===== config.mk =====
export PLATFORM = sky130hd
export DESIGN_NAME = imem_loader
export DESIGN_NICKNAME = d
export VERILOG_FILES = /design/src/rtl/imem_loader_pkg.sv /design/src/rtl/imem_loader_byte_packer.sv /design/src/rtl/imem_loader.sv
export SDC_FILE = /design/constraint.sdc
export NUM_CORES = 1
export LEC_CHECK = 0
export CORE_UTILIZATION = 59
export DETAILED_ROUTE_END_ITERATION = 7
export PLACE_DENSITY = 0.9
export SYNTH_ARGS = -nofsm -noshare
export SYNTH_HDL_FRONTEND = slang
export SYNTH_HIERARCHICAL = 1
export SYNTH_SLANG_ARGS = --single-unit

===== constraint.sdc =====
create_clock -name clk -period 6.6 [get_ports clk]
set_input_delay 0.99 -clock clk [delete_from_list [all_inputs] [get_ports clk]]
set_output_delay 0.99 -clock clk [all_outputs]
set_load 0.005 [all_outputs]

===== src/rtl/imem_loader_pkg.sv =====
// Shared types and constants for the instruction-memory loader.
package imem_loader_pkg;

  localparam int unsigned BYTES_PER_WORD = 4;
  localparam int unsigned MAX_WORDS      = 256;

  typedef enum logic [2:0] {
    ST_IDLE,
    ST_LEN_HI,
    ST_LEN_LO,
    ST_DATA,
    ST_WRITE,
    ST_DONE,
    ST_ERR
  } state_e;

endpackage


===== src/rtl/imem_loader_byte_packer.sv =====
// Collects stream bytes MSB-first; the fourth byte completes the word on the fly
// so the loader can register the full word on the same edge it accepts that byte.
module imem_loader_byte_packer
  import imem_loader_pkg::*;
(
  input  logic        clk,
  input  logic        reset,
  input  logic        clr_i,
  input  logic        shift_en_i,
  input  logic [7:0]  data_i,
  output logic [31:0] word_o,
  output logic        word_full_o
);

  localparam int unsigned CNT_W = $clog2(BYTES_PER_WORD);
  localparam int unsigned SR_W  = 8 * (BYTES_PER_WORD - 1);

  logic [CNT_W-1:0] cnt_q;
  logic [SR_W-1:0]  sr_q;

  always_ff @(posedge clk or posedge reset) begin
    if (reset) begin
      cnt_q <= '0;
      sr_q  <= '0;
    end else if (clr_i) begin
      cnt_q <= '0;
      sr_q  <= '0;
    end else if (shift_en_i) begin
      cnt_q <= cnt_q + CNT_W'(1);
      sr_q  <= {sr_q[SR_W-9:0], data_i};
    end
  end

  assign word_o      = {sr_q, data_i};
  assign word_full_o = (cnt_q == CNT_W'(BYTES_PER_WORD - 1));

endmodule


===== src/rtl/imem_loader.sv =====
// Loads a length-prefixed byte stream into instruction memory as big-endian
// words while holding the fetch stage; pulses done or flags a bad length.
module imem_loader #(
  parameter int unsigned ADDR_WIDTH = 10,
  parameter int unsigned MAX_WORDS  = imem_loader_pkg::MAX_WORDS,
  parameter int unsigned LEN_WIDTH  = 16
) (
  input  logic                  clk,
  input  logic                  reset,
  input  logic                  start,
  input  logic [7:0]            rx_data,
  input  logic                  rx_valid,
  output logic                  rx_ready,
  output logic                  mem_we,
  output logic [ADDR_WIDTH-1:0] mem_addr,
  output logic [31:0]           mem_wdata,
  output logic                  cpu_hold,
  output logic                  busy,
  output logic                  done,
  output logic                  error,
  output logic [ADDR_WIDTH-2:0] word_count
);
  import imem_loader_pkg::*;

  localparam int unsigned IDX_W = ADDR_WIDTH - 1;
  localparam int unsigned HI_W  = LEN_WIDTH - 8;

  state_e                state_q, state_d;
  logic [HI_W-1:0]       len_hi_q, len_hi_d;
  logic [LEN_WIDTH-1:0]  len_q, len_d;
  logic [IDX_W-1:0]      idx_q, idx_d;
  logic [IDX_W-1:0]      word_count_q, word_count_d;
  logic                  rx_ready_q, rx_ready_d;
  logic                  mem_we_q, mem_we_d;
  logic [ADDR_WIDTH-1:0] mem_addr_q, mem_addr_d;
  logic [31:0]           mem_wdata_q, mem_wdata_d;
  logic                  cpu_hold_q, cpu_hold_d;
  logic                  busy_q, busy_d;
  logic                  done_q, done_d;
  logic                  error_q, error_d;

  logic                  pk_clr, pk_shift, pk_full;
  logic [31:0]           pk_word;
  logic                  xfer_c;
  logic [LEN_WIDTH-1:0]  len_c;
  logic                  len_bad_c;
  logic                  last_word_c;

  imem_loader_byte_packer u_packer (
    .clk         (clk),
    .reset       (reset),
    .clr_i       (pk_clr),
    .shift_en_i  (pk_shift),
    .data_i      (rx_data),
    .word_o      (pk_word),
    .word_full_o (pk_full)
  );

  assign xfer_c      = rx_valid && rx_ready_q;
  assign len_c       = {len_hi_q, rx_data};
  assign len_bad_c   = (len_c == '0) || (len_c > LEN_WIDTH'(MAX_WORDS));
  assign last_word_c = ((LEN_WIDTH'(idx_q) + LEN_WIDTH'(1)) == len_q);

  // State and registered outputs
  always_ff @(posedge clk or posedge reset) begin
    if (reset) begin
      state_q      <= ST_IDLE;
      len_hi_q     <= '0;
      len_q        <= '0;
      idx_q        <= '0;
      word_count_q <= '0;
      rx_ready_q   <= 1'b0;
      mem_we_q     <= 1'b0;
      mem_addr_q   <= '0;
      mem_wdata_q  <= '0;
      cpu_hold_q   <= 1'b0;
      busy_q       <= 1'b0;
      done_q       <= 1'b0;
      error_q      <= 1'b0;
    end else begin
      state_q      <= state_d;
      len_hi_q     <= len_hi_d;
      len_q        <= len_d;
      idx_q        <= idx_d;
      word_count_q <= word_count_d;
      rx_ready_q   <= rx_ready_d;
      mem_we_q     <= mem_we_d;
      mem_addr_q   <= mem_addr_d;
      mem_wdata_q  <= mem_wdata_d;
      cpu_hold_q   <= cpu_hold_d;
      busy_q       <= busy_d;
      done_q       <= done_d;
      error_q      <= error_d;
    end
  end

  // Next state; output registers are decoded from the next state
  always_comb begin
    state_d      = state_q;
    len_hi_d     = len_hi_q;
    len_d        = len_q;
    idx_d        = idx_q;
    word_count_d = word_count_q;
    mem_addr_d   = mem_addr_q;
    mem_wdata_d  = mem_wdata_q;
    error_d      = error_q;
    pk_clr       = 1'b0;
    pk_shift     = 1'b0;

    case (state_q)
      ST_IDLE, ST_ERR: begin
        if (start) begin
          state_d      = ST_LEN_HI;
          error_d      = 1'b0;
          word_count_d = '0;
          idx_d        = '0;
          pk_clr       = 1'b1;
        end
      end
      ST_LEN_HI: begin
        if (xfer_c) begin
          len_hi_d = HI_W'(rx_data);
          state_d  = ST_LEN_LO;
        end
      end
      ST_LEN_LO: begin
        if (xfer_c) begin
          len_d = len_c;
          if (len_bad_c) begin
            state_d = ST_ERR;
            error_d = 1'b1;
          end else begin
            state_d = ST_DATA;
            pk_clr  = 1'b1;
          end
        end
      end
      ST_DATA: begin
        if (xfer_c) begin
          pk_shift = 1'b1;
          if (pk_full) begin
            state_d     = ST_WRITE;
            mem_addr_d  = {idx_q[ADDR_WIDTH-3:0], 2'b00};
            mem_wdata_d = pk_word;
          end
        end
      end
      ST_WRITE: begin
        idx_d        = idx_q + IDX_W'(1);
        word_count_d = word_count_q + IDX_W'(1);
        state_d      = last_word_c ? ST_DONE : ST_DATA;
      end
      ST_DONE: begin
        state_d = ST_IDLE;
      end
      default: begin
        state_d = ST_IDLE;
      end
    endcase

    rx_ready_d = (state_d == ST_LEN_HI) || (state_d == ST_LEN_LO) || (state_d == ST_DATA);
    cpu_hold_d = rx_ready_d || (state_d == ST_WRITE);
    busy_d     = cpu_hold_d;
    mem_we_d   = (state_d == ST_WRITE);
    done_d     = (state_d == ST_DONE);
  end

  assign rx_ready   = rx_ready_q;
  assign mem_we     = mem_we_q;
  assign mem_addr   = mem_addr_q;
  assign mem_wdata  = mem_wdata_q;
  assign cpu_hold   = cpu_hold_q;
  assign busy       = busy_q;
  assign done       = done_q;
  assign error      = error_q;
  assign word_count = word_count_q;

endmodule


==> results.md <==
Yosys:
- In the synthesized netlist, the number of instances is 412.
- The synthesis-stage register bit count is 116.
- The number of enable-type register cells in the synthesized netlist is 0.
- In the synthesized netlist the dominant register cell turns out to be sky130_fd_sc_hd__dfrtp_1.
- The Yosys step of the flow raised 6 warnings.
- The sequential element share of the synthesized area is 56.1%.
- The cell area after synthesis is 5170 um2.
- The number of distinct standard cells referenced by the synthesized netlist is 48.
- The async set-reset flop share out of synthesis is 100%.
- In this run the mean area of a mapped cell was 12.6 um2.

Route:
- The average routed wire per standard cell is 19.5 um.
- The final layout contains routed wiring with a total length of 11.5 mm.
- The detail route stage leaves a number of antenna-violating nets equal to 0.
- The number of detailed-routing iterations run before antenna repair is 4.
- The number of DRC markers after the initial detailed-route iteration is 181.
- The residual DRC count is 0.
- After detailed routing, the number of vias per cell comes to 5.94.
- The detailed router placed 3493 vias in this run.

Critical path:
- The setup check on the worst reg-to-reg path leaves a slack of 3.50 ns.
- At the worst endpoint, the required time is 6.94 ns.
- The endpoint class of the critical path is a flip-flop.
- The largest single stage delay on the critical path is 1.06 ns.
- Data arrives at the worst endpoint at 3.91 ns.
- In this design, the largest share of critical-path delay is due to simple AND/OR/NAND/NOR gates.
- The critical path is of the in2reg type.
- In this run the worst path has a maximum fanout of 26.
- Counting both buffers and inverters, the worst setup path holds a total of 1.
- The worst setup path is launched from an input pin.
- The worst register-to-register path ends at u_packer/sr_q[1].
- The number of cells on the worst reg-to-reg path is 5.
- The worst register-to-register path begins at state_q[0].
- The signal on the critical path passes through clkdlybuf4s50_1, nand2_1, nor3_2, nand3_1, nand2_1, nor2_1.
- Among the stages of the critical path, the cell type that occurs most often is sky130_fd_sc_hd__nand2_1.
- The slowest stage of the critical path is the sky130_fd_sc_hd__nor3_2 cell.

Worst hold path:
- The startpoint identified for the worst hold timing path is len_q[14].
- Along the worst hold path, the cell count comes to 1.
- The tightest min-delay check is of the reg2reg type.
- The path with the worst hold slack has its endpoint at len_q[14].

Finish:
- The final layout net count is 485.
- The number of antenna diodes in the final layout is 0.
- The layout overhead on the synthesized area is 23.7%.
- The core occupancy in the finished layout is 76.7%.
- In the final layout, the share of cells above drive strength 1 is 24.4%.

GRT:
- Entering global routing, the biggest net connects 69 pins.
- The initial antenna violation count came to 0.
- The first global-routing pass estimated 18.3 mm of wire.
- The overall routing resource usage is 27.8%.
- The via count of the first global-routing pass is 3550.
- The remaining global-route overflow is 0.

STA:
- The count of endpoints failing hold in the final timing report was 0.
- The number of pins exceeding their max-slew limit in the final report is 0.
- The clock tree skew after final layout is 0.00803 ns.
- The period utilization is 54.0%.
- Setup repair after global routing left no endpoint under its margin.
- The summed negative setup slack over all endpoints is 0 ns.
- The clock period minus worst slack is 3.56 ns.
- The final-report setup violation count is 0.
- Static timing analysis puts the maximum clock frequency at 0.281 GHz.
- The final setup slack of the worst path is 3.04 ns.
- The transition time of the tightest slew-check pin is 1.35 ns.
- The worst pin sits at a relative slew slack of 9.28%.

CTS:
- TritonCTS built the clock tree.
- The number of buffers on the longest clock path is 2.
- Clock-pin slew was measured on the worst setup and hold paths at 0.06 ns.
- The count of hold buffers inserted by post-cts repair is 0.
- The later pin in the worst-skew pair is clocked with a latency of 0.52 ns.
- The number of instances resized during post-cts repair is 0.
- The H-tree generated during clock tree synthesis spans 4 levels.
- The clock net in this run drives a total of 116 sinks.
- The CTS root buffer is sky130_fd_sc_hd__clkbuf_8.
- The post-CTS setup buffer count is 0.
- The number of buffers inserted during clock tree synthesis is 17.

Die:
- The placeable core region is 8340 um2.
- For this configuration, the core starts out at a cell density of 62.0%.
- The width of the die is 95.6 um.
- The floorplan has 33 rows.
- Pin placement for this block handled 69 I/O pins.
- The floorplan step defined a die boundary enclosing 9150 um2.
- In this run the vertical extent of the chip is 95.6 um.

Pwr:
- The areal power density over the cells is 466 nW/um2.
- The worst supply voltage drop on vdd is 0.265 mV.
- The leakage dissipation is 2.82 nW.

Place:
- Before CTS, the worst setup slack after placement is 2.68 ns.
- The global placement routability congestion is 0.883.
- Port buffering added 66 buffers.
- Summed over all nets, the half-perimeter wirelength after detailed placement is 7.22 mm.

Run status:
- The run finished with clean final reports.

Flow run:
- Across the run, the number of max-cap violations was 0.
## how the worst max path moves through the flow
stage | start | to | slack, ns | depth (start not counted)
2_1_floorplan | reset | busy | 3.27 | 1
3_3_place_gp | rx_valid | u_packer/sr_q[23] | 2.92 | 6
3_5_place_dp | rx_valid | u_packer/sr_q[7] | 2.68 | 6
4_1_cts | rx_valid | u_packer/sr_q[1] | 3.09 | 6
5_1_grt | rx_valid | u_packer/sr_q[19] | 2.91 | 6
6_report | rx_valid | u_packer/sr_q[1] | 3.04 | 6
## layout by cell type, fill, tap and decap left out, types with 4 or more instances in the layout
cell type	count
sky130_fd_sc_hd__o31ai_1	4
sky130_fd_sc_hd__mux2_2	65
sky130_fd_sc_hd__mux2i_1	26
sky130_fd_sc_hd__dfrtp_1	116
sky130_fd_sc_hd__buf_4	4
sky130_fd_sc_hd__nand3_1	14
sky130_fd_sc_hd__clkdlybuf4s50_1	66
sky130_fd_sc_hd__clkbuf_16	16
sky130_fd_sc_hd__nor4_1	4
sky130_fd_sc_hd__nand2_1	22
sky130_fd_sc_hd__clkinvlp_4	5
sky130_fd_sc_hd__o21ai_0	21
sky130_fd_sc_hd__xnor2_1	10
sky130_fd_sc_hd__xor2_1	8
sky130_fd_sc_hd__clkbuf_8	4
sky130_fd_sc_hd__nor2_1	36
## final cells by class
class / count / area, um2
multi-input cells: 261 / 2050
repair buffers: 70 / 691
flip-flops and latches: 116 / 2900
well taps: 105 / 131
clock inverters: 11 / 150
inverters: 4 / 16.3
clock buffers: 21 / 459
fillers: 498 / 1940
## state kept, by name, indices dropped and copies added, names as in the netlist, 2 cells and up
register        cells
mem_wdata          32
u_packer/sr_q      24
len_q              16
idx_q               9
word_count          9
len_hi_q            8
mem_addr            8
state_q             3
u_packer/cnt_q      2
## cell usage after synthesis, drive strengths merged, types with 2 or more instances
library cell | number | share of area (%)
o31ai | 4 | 0.58
dfrtp | 116 | 56
or3 | 2 | 0.29
xor2 | 8 | 1.4
and4b | 3 | 0.65
mux2 | 65 | 14
nor2 | 37 | 2.7
nand2b | 2 | 0.24
nand4 | 3 | 0.36
or4 | 4 | 0.65
buf | 26 | 3.8
nor3b | 3 | 0.44
nand3 | 15 | 1.5
xnor2 | 10 | 1.7
o21ai | 21 | 2.0
o211ai | 3 | 0.44
and3 | 3 | 0.39
or3b | 2 | 0.34
nor4 | 5 | 0.89
ha | 3 | 0.73
nor4b | 2 | 0.63
a31oi | 2 | 0.24
nor3 | 3 | 0.58
mux2i | 26 | 5.0
inv | 4 | 0.29
a21oi | 3 | 0.29
nand2 | 22 | 1.6
clkbuf | 6 | 0.46
## metrics by stage
step                      total power, mW  area, um2  std cells  hold slack, ns
after detailed placement             2.03       5790        556           0.488
after global routing                 3.11       6400        588           0.519
final                                2.98       6400        588           0.501
after CTS                            2.99       6400        588           0.500
after global placement               1.96       5790        556           0.471
after floorplan                      1.69       5180        413           0.472
## cells by family (layout without fill, tap and decap cells)
| group | count (synthesis) | in the layout | share of synthesized area (%) |
|---|---|---|---|
| AO/OA/AOI/OAI | 37 | 37 | 4.33 |
| XOR/XNOR | 18 | 18 | 3.05 |
| adder cells (fa/ha/maj) | 3 | 3 | 0.726 |
| buffers and inverters | 36 | 106 | 4.55 |
| flip-flops | 116 | 116 | 56.1 |
| multiplexers | 91 | 91 | 19.2 |
| other | 1 | 2 | 0.0725 |
| AND/OR/NAND/NOR | 110 | 110 | 12.0 |
## power by group
part	total [mW]	internal, mW	switching [mW]
registers	1.20	0.970	0.235
clock network	0.936	0.606	0.330
logic	0.842	0.474	0.367
## metal layers
layer	part of all wire [%]	wire length, um	vias to the layer above	GRT usage [%]
met2	53	6080	133	46.2
li1	-	-	1555	-
met1	40	4600	1786	34.2
met3	5.1	589	19	7.74
met5	0	0	-	0
met4	2.0	225	0	11.9
Note: power is estimated with default switching activity, not from simulation.
